File: src/rtl/wb_queue.sv
// wb_queue: write-back queue that merges load-unit and ALU results into a
// single register-file write port, using a circular FIFO of {rd, data} entries.
// Loads have fixed priority over the ALU; one enqueue per cycle; the head
// retires on every edge where the queue is non-empty.
// Optional build macro WB_QUEUE_FWD_EN: when defined, adds combinational
// forwarding of the youngest pending write for two decode source indices;
// when undefined, the forwarding outputs are tied to zero.
module wb_queue #(
  parameter int DEPTH = 4,
  parameter int XLEN  = 32
) (
  input  logic                       clk,
  input  logic                       rst,
  input  logic                       ld_valid,
  output logic                       ld_ready,
  input  logic [4:0]                 ld_rd,
  input  logic [XLEN-1:0]            ld_data,
  input  logic                       alu_valid,
  output logic                       alu_ready,
  input  logic [4:0]                 alu_rd,
  input  logic [XLEN-1:0]            alu_data,
  output logic                       RegWrite,
  output logic [4:0]                 WriteRegister,
  output logic [XLEN-1:0]            WriteData,
  input  logic [4:0]                 rs1_idx,
  input  logic [4:0]                 rs2_idx,
  output logic                       fwd1_hit,
  output logic                       fwd2_hit,
  output logic [XLEN-1:0]            fwd1_data,
  output logic [XLEN-1:0]            fwd2_data,
  output logic [$clog2(DEPTH):0]     count
);

  localparam int AW = $clog2(DEPTH);
  localparam int CW = AW + 1;

  logic [4:0]      r_rd   [DEPTH];
  logic [XLEN-1:0] r_data [DEPTH];
  logic [AW-1:0]   r_head;
  logic [AW-1:0]   r_tail;
  logic [CW-1:0]   r_count;

  logic            w_full;
  logic            w_ld_fire;
  logic            w_alu_fire;
  logic            w_enq;
  logic            w_deq;
  logic [4:0]      w_enq_rd;
  logic [XLEN-1:0] w_enq_data;

  assign w_full     = (r_count == CW'(DEPTH));
  assign ld_ready   = !w_full;
  assign alu_ready  = !w_full && !ld_valid;
  assign w_ld_fire  = ld_valid && ld_ready;
  assign w_alu_fire = alu_valid && alu_ready;
  assign w_deq      = (r_count != '0);
  assign count      = r_count;

  // Select the source being enqueued; x0 destinations complete the handshake but are dropped.
  always_comb begin
    w_enq      = 1'b0;
    w_enq_rd   = '0;
    w_enq_data = '0;
    if (w_ld_fire) begin
      w_enq      = (ld_rd != 5'd0);
      w_enq_rd   = ld_rd;
      w_enq_data = ld_data;
    end else if (w_alu_fire) begin
      w_enq      = (alu_rd != 5'd0);
      w_enq_rd   = alu_rd;
      w_enq_data = alu_data;
    end
  end

  // Pointer and occupancy update; reset overrides any handshake or retirement.
  always_ff @(posedge clk) begin
    if (rst) begin
      r_head  <= '0;
      r_tail  <= '0;
      r_count <= '0;
    end else begin
      if (w_enq) r_tail <= r_tail + 1'b1;
      if (w_deq) r_head <= r_head + 1'b1;
      case ({w_enq, w_deq})
        2'b10:   r_count <= r_count + 1'b1;
        2'b01:   r_count <= r_count - 1'b1;
        default: r_count <= r_count;
      endcase
    end
  end

  // Entry storage; contents are don't-care while unoccupied so no reset is needed.
  always_ff @(posedge clk) begin
    if (!rst && w_enq) begin
      r_rd[r_tail]   <= w_enq_rd;
      r_data[r_tail] <= w_enq_data;
    end
  end

  // Register-file write port driven from the head entry, zeroed when empty.
  always_comb begin
    RegWrite      = w_deq;
    WriteRegister = '0;
    WriteData     = '0;
    if (w_deq) begin
      WriteRegister = r_rd[r_head];
      WriteData     = r_data[r_head];
    end
  end

`ifdef WB_QUEUE_FWD_EN
  // Scan occupied entries oldest to youngest so the last match (youngest) wins.
  always_comb begin
    logic [AW-1:0] v_idx;
    fwd1_hit  = 1'b0;
    fwd2_hit  = 1'b0;
    fwd1_data = '0;
    fwd2_data = '0;
    v_idx     = '0;
    for (int unsigned i = 0; i < DEPTH; i++) begin
      v_idx = r_head + AW'(i);
      if (CW'(i) < r_count) begin
        if (rs1_idx != 5'd0 && r_rd[v_idx] == rs1_idx) begin
          fwd1_hit  = 1'b1;
          fwd1_data = r_data[v_idx];
        end
        if (rs2_idx != 5'd0 && r_rd[v_idx] == rs2_idx) begin
          fwd2_hit  = 1'b1;
          fwd2_data = r_data[v_idx];
        end
      end
    end
  end
`else
  logic w_unused_idx;
  assign w_unused_idx = ^{rs1_idx, rs2_idx};
  assign fwd1_hit  = 1'b0;
  assign fwd2_hit  = 1'b0;
  assign fwd1_data = '0;
  assign fwd2_data = '0;
`endif

endmodule
File: config.mk
export PLATFORM = sky130hd
export DESIGN_NAME = wb_queue
export DESIGN_NICKNAME = d
export VERILOG_FILES = /design/src/rtl/wb_queue.sv
export SDC_FILE = /design/constraint.sdc
export NUM_CORES = 1
export LEC_CHECK = 0
export CORE_UTILIZATION = 40
export DETAILED_ROUTE_END_ITERATION = 10
export PLACE_DENSITY = 0.69
export SETUP_SLACK_MARGIN = 0.02
export SKIP_LAST_GASP = 1
export SLEW_MARGIN = 20
export SYNTH_ARGS = -nofsm -noshare
export SYNTH_HDL_FRONTEND = slang
export SYNTH_SLANG_ARGS = --single-unit
File: constraint.sdc
create_clock -name clk -period 11.9 [get_ports clk]
set_clock_uncertainty 0.05 [all_clocks]
set_input_delay 1.19 -clock clk [delete_from_list [all_inputs] [get_ports clk]]
set_output_delay 1.19 -clock clk [all_outputs]
set_load 0.02 [all_outputs]
# == Word-level counts from Yosys, hierarchy flattened ==
# Memory sizes are Yosys's and may differ from the RTL's. A register that Yosys moved wholly into a read port is not among the register bits.
# Index checks and enable logic that the tools add are counted.
# totals
ff_bits,7
mem_bits_rw,148
in_bits,88
out_inout_bits,109
word_cells,38
memories,2
# classes
n_addsub,4
n_eq_ne,3
n_mux,15
reduce_logical,11
# memory_table
name,depth,width,rd,rd_ports_with_merged_regs,wr,line,source
r_data,4,32,1,1,1,38,logic [XLEN-1:0] r_data [DEPTH];
r_rd,4,5,1,1,1,37,logic [4:0] r_rd [DEPTH];
# op_table
cell,count
32-bit 2-to-1 mux,3
5-bit 2-to-1 mux,3
5-bit nonzero test,2
2-bit 2-to-1 mux,4
3-bit case mux with 2 select lines,1
"2-bit by 1-bit adder with 2-bit output, second input constant",2
1-bit logical AND,4
1-bit 2-to-1 mux,4
"3-bit by 1-bit adder with 3-bit output, second input constant",1
"3-bit == test, second input constant",1
1-bit logical NOT,3
3-bit nonzero test,1
"3-bit by 1-bit subtractor with 3-bit output, second input constant",1
"2-bit by 1-bit == test with 1-bit output, second input constant",1
"2-bit == test, second input constant",1
2-bit nonzero test,1

# == Longest topological paths before layout ==
# logic_depth
depth_word,9
mapped_depth,9
depth_no_buf,9

# == Worst setup path after synthesis ==
# Ideal clock, no wire load.
# synth_timing
path_type,in2reg
start,input port ld_valid
end,memory r_data[0][0] (enable)
setup_time_ns,0.485
arrival_time_ns,4.353
required_ns,11.365
slack_ns,7.012
stages,3
path_buffers,0
cell_sequence,nor3b_4 -> a22oi_4 -> nor3b_1
# synth_between
elab_chain_cells,8
word_cells_on_any_way,9
cone_classes,4 x mux; 5 x reduce/logical
# synth_lines
item,line,source
start: declaration,14,"input logic ld_valid,"
1-bit logical NOT,53,assign alu_ready = !w_full && !ld_valid;
1-bit logical AND,53,
1-bit logical AND,55,assign w_alu_fire = alu_valid && alu_ready;
1-bit 2-to-1 mux,68,end else if (w_alu_fire) begin
1-bit 2-to-1 mux *,64,if (w_ld_fire) begin
1-bit logical AND *,94,if (!rst && w_enq) begin
1-bit 2-to-1 mux *,94,
1-bit 2-to-1 mux (not written as such) *,96,r_data[r_tail] <= w_enq_data;
end: declaration,38,
# Every way passes the cells marked *; elsewhere a longest branch is shown, timed or not.

==> flow_summary.toml <==
[worst_setup_path]
ff2ff_setup_slack_ps = 8900
required_ps = 10660
critical_path_peak_fanout = 27
cp-end-kind = "primary output"
cp.arrival_ps = 2890
start_kind = "register"
crit_type = "reg2out"

[sta]
timing.final.hold_violations = 0
worst_pin_slew_ps = 1058
slew_violations = 0
fmax_ghz = 0.2422
setup_viol = 0
period_share_pct = 34.70
final.setup.tns_ps = 0
holdWs_ps = 493.2
max-slew-margin-rel_pct = 29.35
fin_crit_ps = 4129
rsz0062_at_grt = "no"

[cells_and_area]
final_nets = 623
layout_common_cells = "edfxtp_1, clkdlybuf4s50_1, conb_1"
antenna_cells = 0
drive_above_1_share_pct = 15.21
layout_commonest_cell = "edfxtp_1"
syn_to_final_growth_pct = 24.94

[detailed_routing]
wl_per_cell_um = 16.90
detail-route-antenna-nets = 0
drt-initial-drc-count = 168
drt_wl_total_mm = 12.91
avgViaCountPerCell = 4.768
drcViolationCount = 0
num_vias = 3643
firstDrtPassIters = 4

[clock_network]
path_clk_slew_ps = 60
max-clock-path-buffers = 2
clk_latency_ps = 400
ctsResizeCount = 0
cts_tree = "built"
ctsHoldBuffers = 0
cts_setup_buffers = 0
cts_made_buffers = 17
htree_levels = 4
clock_sinks = 157
cts_root_buffer = "clkbuf_16"

[grt]
grt_pass1_vias = 3768
overflow = 0
antenna_found_initial = 0
grt_usage_pct = 14.89
grt_pass1_wl_mm = 19.79
grt_max_degree = 42

[synthesis]
async_flop_share_pct = 0
synthFlopType = "edfxtp_1"
synth_seq_cells = 157
synthCells = 405
synth_edf_count = 148
seq_area_frac_synth_pct = 65.74
syn_area_um2 = 7034
yosysWarnings = 0
syn-mean-instance-area_um2 = 17.37
ys_types = 29

[power_and_ir_drop]
power_leakage_nw = 3.046
ir_worst_vdd_uv = 198.1
p_total_mw = 1.951
pwr_density_cell_nw_per_um2 = 222.0

[floorplan]
rows = 48
io_pins = 197
core_um2 = 17240
fp.dieW_um = 134.6
fp.dieArea_um2 = 18120
initial_core_util_pct = 40.81
die_h_um = 134.6

[place]
hpwl_mm = 7.557
port_buffers = 120
routabilityCongestion = 0.7186

[worst_hold_path]
hp-class = "reg2reg"

[outcome]
outcome = "finished, final reports clean"

[flow_run]
drv_cap = 0
-- kinds of logic after synthesis --
family	synth area share [%]
AND/OR/NAND/NOR	5.621
XOR/XNOR	0.4981
other	0.05331
multiplexers	12.20
buffers and inverters	9.587
flip-flops	65.74
adder cells (fa/ha/maj)	1.174
AO/OA/AOI/OAI	5.123
-- state kept, by name (all words and copies together) (netlist names), named ones only --
register	cells
count	3
r_data	128
r_head	2
r_rd	20
r_tail	2
-- worst max-delay path, stage by stage (launching register included) --
cell and delay, ps:
dfxtp_2 580, buf_4 580, mux4_2 600, and2_1 180
clkdlybuf4s50_1 530
-- metal layers --
| layer | share of wire [%] | global-route usage (%) |
|---|---|---|
| met5 | 0 | 0 |
| met4 | 0.84 | 4.245 |
| met3 | 4.1 | 3.378 |
| met2 | 53 | 26.57 |
| met1 | 42 | 18.06 |
-- power breakdown --
group	internal [mW]	switching, mW
sequential	0.677	0.0449
combinational	0.341	0.343
clock	0.347	0.198
total	1.37	0.586
-- final timing paths --
kind / start / end / depth (start not counted)
worst min-delay path: r_tail[1] / r_tail[1] / 2
worst min register to register: r_tail[1] / r_tail[1] / 2
worst max-delay path: register / WriteRegister[2] / 4
worst max register to register: count[2] / count[2] / 10
-- area by class of cell --
cell class	instances	area (um2)
repair buffers	127	1254
well taps	225	281.5
clock inverters	11	170.2
multi-input cells	220	2004
inverters	6	22.52
fillers	1409	8448
clock buffers	18	429.2
flip-flops and latches	157	4627
-- synthesized netlist by cell type, types with 3 or more instances --
cell        n  area share (%)
and2_1     37             3.3
buf_2       7            0.50
buf_4      66             7.0
dfxtp_1     9             2.6
nand2_1     3            0.16
nor2_1     11            0.59
nor3b_1     4            0.43
inv_1       6            0.32
clkbuf_1    4            0.21
a22o_1     37             4.6
buf_6       9             1.4
ha_1        5            0.89
edfxtp_1  148              63
xor2_1      3            0.37
mux4_2     37              12
-- per-stage QoR --
stage                     util, %  setup WS (ps)  instance area [um2]  instances
after floorplan                 -           7012                 7278        470
after global placement      47.51           7850                 8189        735
after detailed placement    47.51           7717                 8189        735
after CTS                   50.99           7660                 8788        764
after global routing        50.99           7543                 8788        764
final                       50.99           7771                 8788        764
No activity file was read; power rests on OpenSTA's default activity.
==> RTL change (same settings) <==
Reset style: asynchronous (`rst`), changed in one clocked block.
--- a/src/rtl/wb_queue.sv
+++ b/src/rtl/wb_queue.sv
@@ -73,7 +73,7 @@
   end
 
   // Pointer and occupancy update; reset overrides any handshake or retirement.
-  always_ff @(posedge clk) begin
+  always_ff @(posedge clk or posedge rst) begin
     if (rst) begin
       r_head  <= '0;
       r_tail  <= '0;
Formal check against the unedited RTL: differs if rst is asserted again (counterexample within 4 cycles, from zero or initial values and one cycle with rst high); with rst held inactive, the same outputs for 4 cycles.
==> RTL change against the unedited design <==
- area after synthesis down 1.0%
- utilization increased by 1.1 points
- critical path depth increased by 1
- total power rose by 8.5%
- sequential power is 9.0% higher
- routed wire length rose by 0.95%
- combinational power grew 17%
- sequential cell count is 2 lower
- worst setup slack got worse by 0.14 ns
- final area shrank 0.67%
- first-iteration DRC count fell by 6.0%
- largest power group is now combinational logic
- highest routed layer unchanged
==> RTL change: results (changes against the unedited design) <==
metric	value	unit	change
outcome	finished, final reports clean		unchanged
min_from	count[2]		was r_tail[1]
timing.rr.start	count[2]		unchanged
path_max_fanout	38		was 27
die_x	134	um	was 135 um
grt_pass1_vias	3809		was 3,768
track_usage	15.3	%	was 14.9%
nonClkBufAreaFrac	14.4	%	was 14.3%
pre_cts_ws	7.10	ns	was 7.72 ns
io_buffers	120		unchanged
dp.cells	719		was 735
insertion_delay	0.42	ns	was 0.40 ns
muxShareOfSynthArea	12.3	%	was 12.2%
drive_gt1_share	15.8	%	was 15.2%
clkCellAreaFrac	6.71	%	was 6.82%
hpwl	7.99	mm	was 7.56 mm
first_iter_violations	158		was 168
cp_data_arrival_time	4.28	ns	was 2.89 ns
synth_seq_cells	155		was 157
grt_pass1_wl	20.1	mm	was 19.8 mm
synth.top_cells.by_area	edfxtp_1, mux4_2, buf_4		unchanged
multiInputGateArea	1960	sq um	was 2000 sq um
synth_xor_area_share	0.755	%	was 0.498%
nMultiInputCombCells	209		was 220
routedWlPerCell	17.4	um	was 16.9 um
holdPathEnd	count[2]		was r_tail[1]
cp-startpoint	ld_valid		
worst_slew_pin_slew	1.07	ns	was 1.06 ns
placed_cell_area	8140	sq um	was 8190 sq um
whs_path_depth	1		was 2
sh_seq_area	52.9	%	was 52.6%
num-nonclk-inverters	7		was 6
cts_resized	0		unchanged
whs	0.484	ns	was 0.493 ns
via_count	3649		was 3,643
finalNonFillerCells	751		was 764
synth_commonest_cells	edfxtp_1, buf_4, a22o_1, and2_1, mux4_2		unchanged
rr_endpoint	r_data[0][7]		was count[2]
routed-wl-met3	701	um	was 535 um
gp_congestion	0.688		was 0.719
met1_length	5.43	mm	was 5.40 mm
ys_seq_area_share	66.4	%	was 65.7%
area_growth	25.4	%	was 24.9%
r2r_setup_slack	8.40	ns	was 8.90 ns
synth-adder-area-share	1.19	%	was 1.17%
postSynth.asyncResetShare	4.52	%	was 0%
fin_crit	4.27	ns	was 4.13 ns
synth_compound_gate_area_share	4.96	%	was 5.12%
irDropWorstVdd	139	uV	was 198 uV
layout.nets	612		was 623
wl_met2	6.71	mm	was 6.87 mm
ys_types	26		was 29
diodes	0		unchanged
reg2reg_depth	5		was 10
nClkBuffers	20		was 18
dr.pass1.iters	5		was 4
buffers	128		was 127
p_leak	0.00307	uW	was 0.00305 uW
synth_cells	392		was 405
fillCellCount	1360		was 1,409
-- RTL change: worst max path at each step --
stage | end | cells past startpoint
after floorplan | r_data[0][0] | 3
after global placement | r_data[0][1] | 5
after detailed placement | r_data[0][3] | 5
after CTS | WriteData[14] | 4
after global routing | WriteData[14] | 4
final | r_data[0][7] | 5
-- RTL change: routing by layer --
metal  vias up  GRT usage (%)
li1       1638              -
met1      1865           18.7
met2       133           25.7
met3        13           3.63
met4         0           6.63
met5         -              0
-- RTL change: worst max-delay path, cell delays in order --
cell and delay [ns]:
clkdlybuf4s50_1 0.56, nor2b_4 0.87, a22oi_4 0.24, nor3b_2 0.83, buf_4 0.57
-- RTL change: where the power goes --
group | leakage [uW] | switching [uW] | internal, uW
logic | 0.00136 | 387 | 413
clock network | 0.000266 | 201 | 328
registers | 0.00144 | 74.7 | 712
total | 0.00307 | 663 | 1450
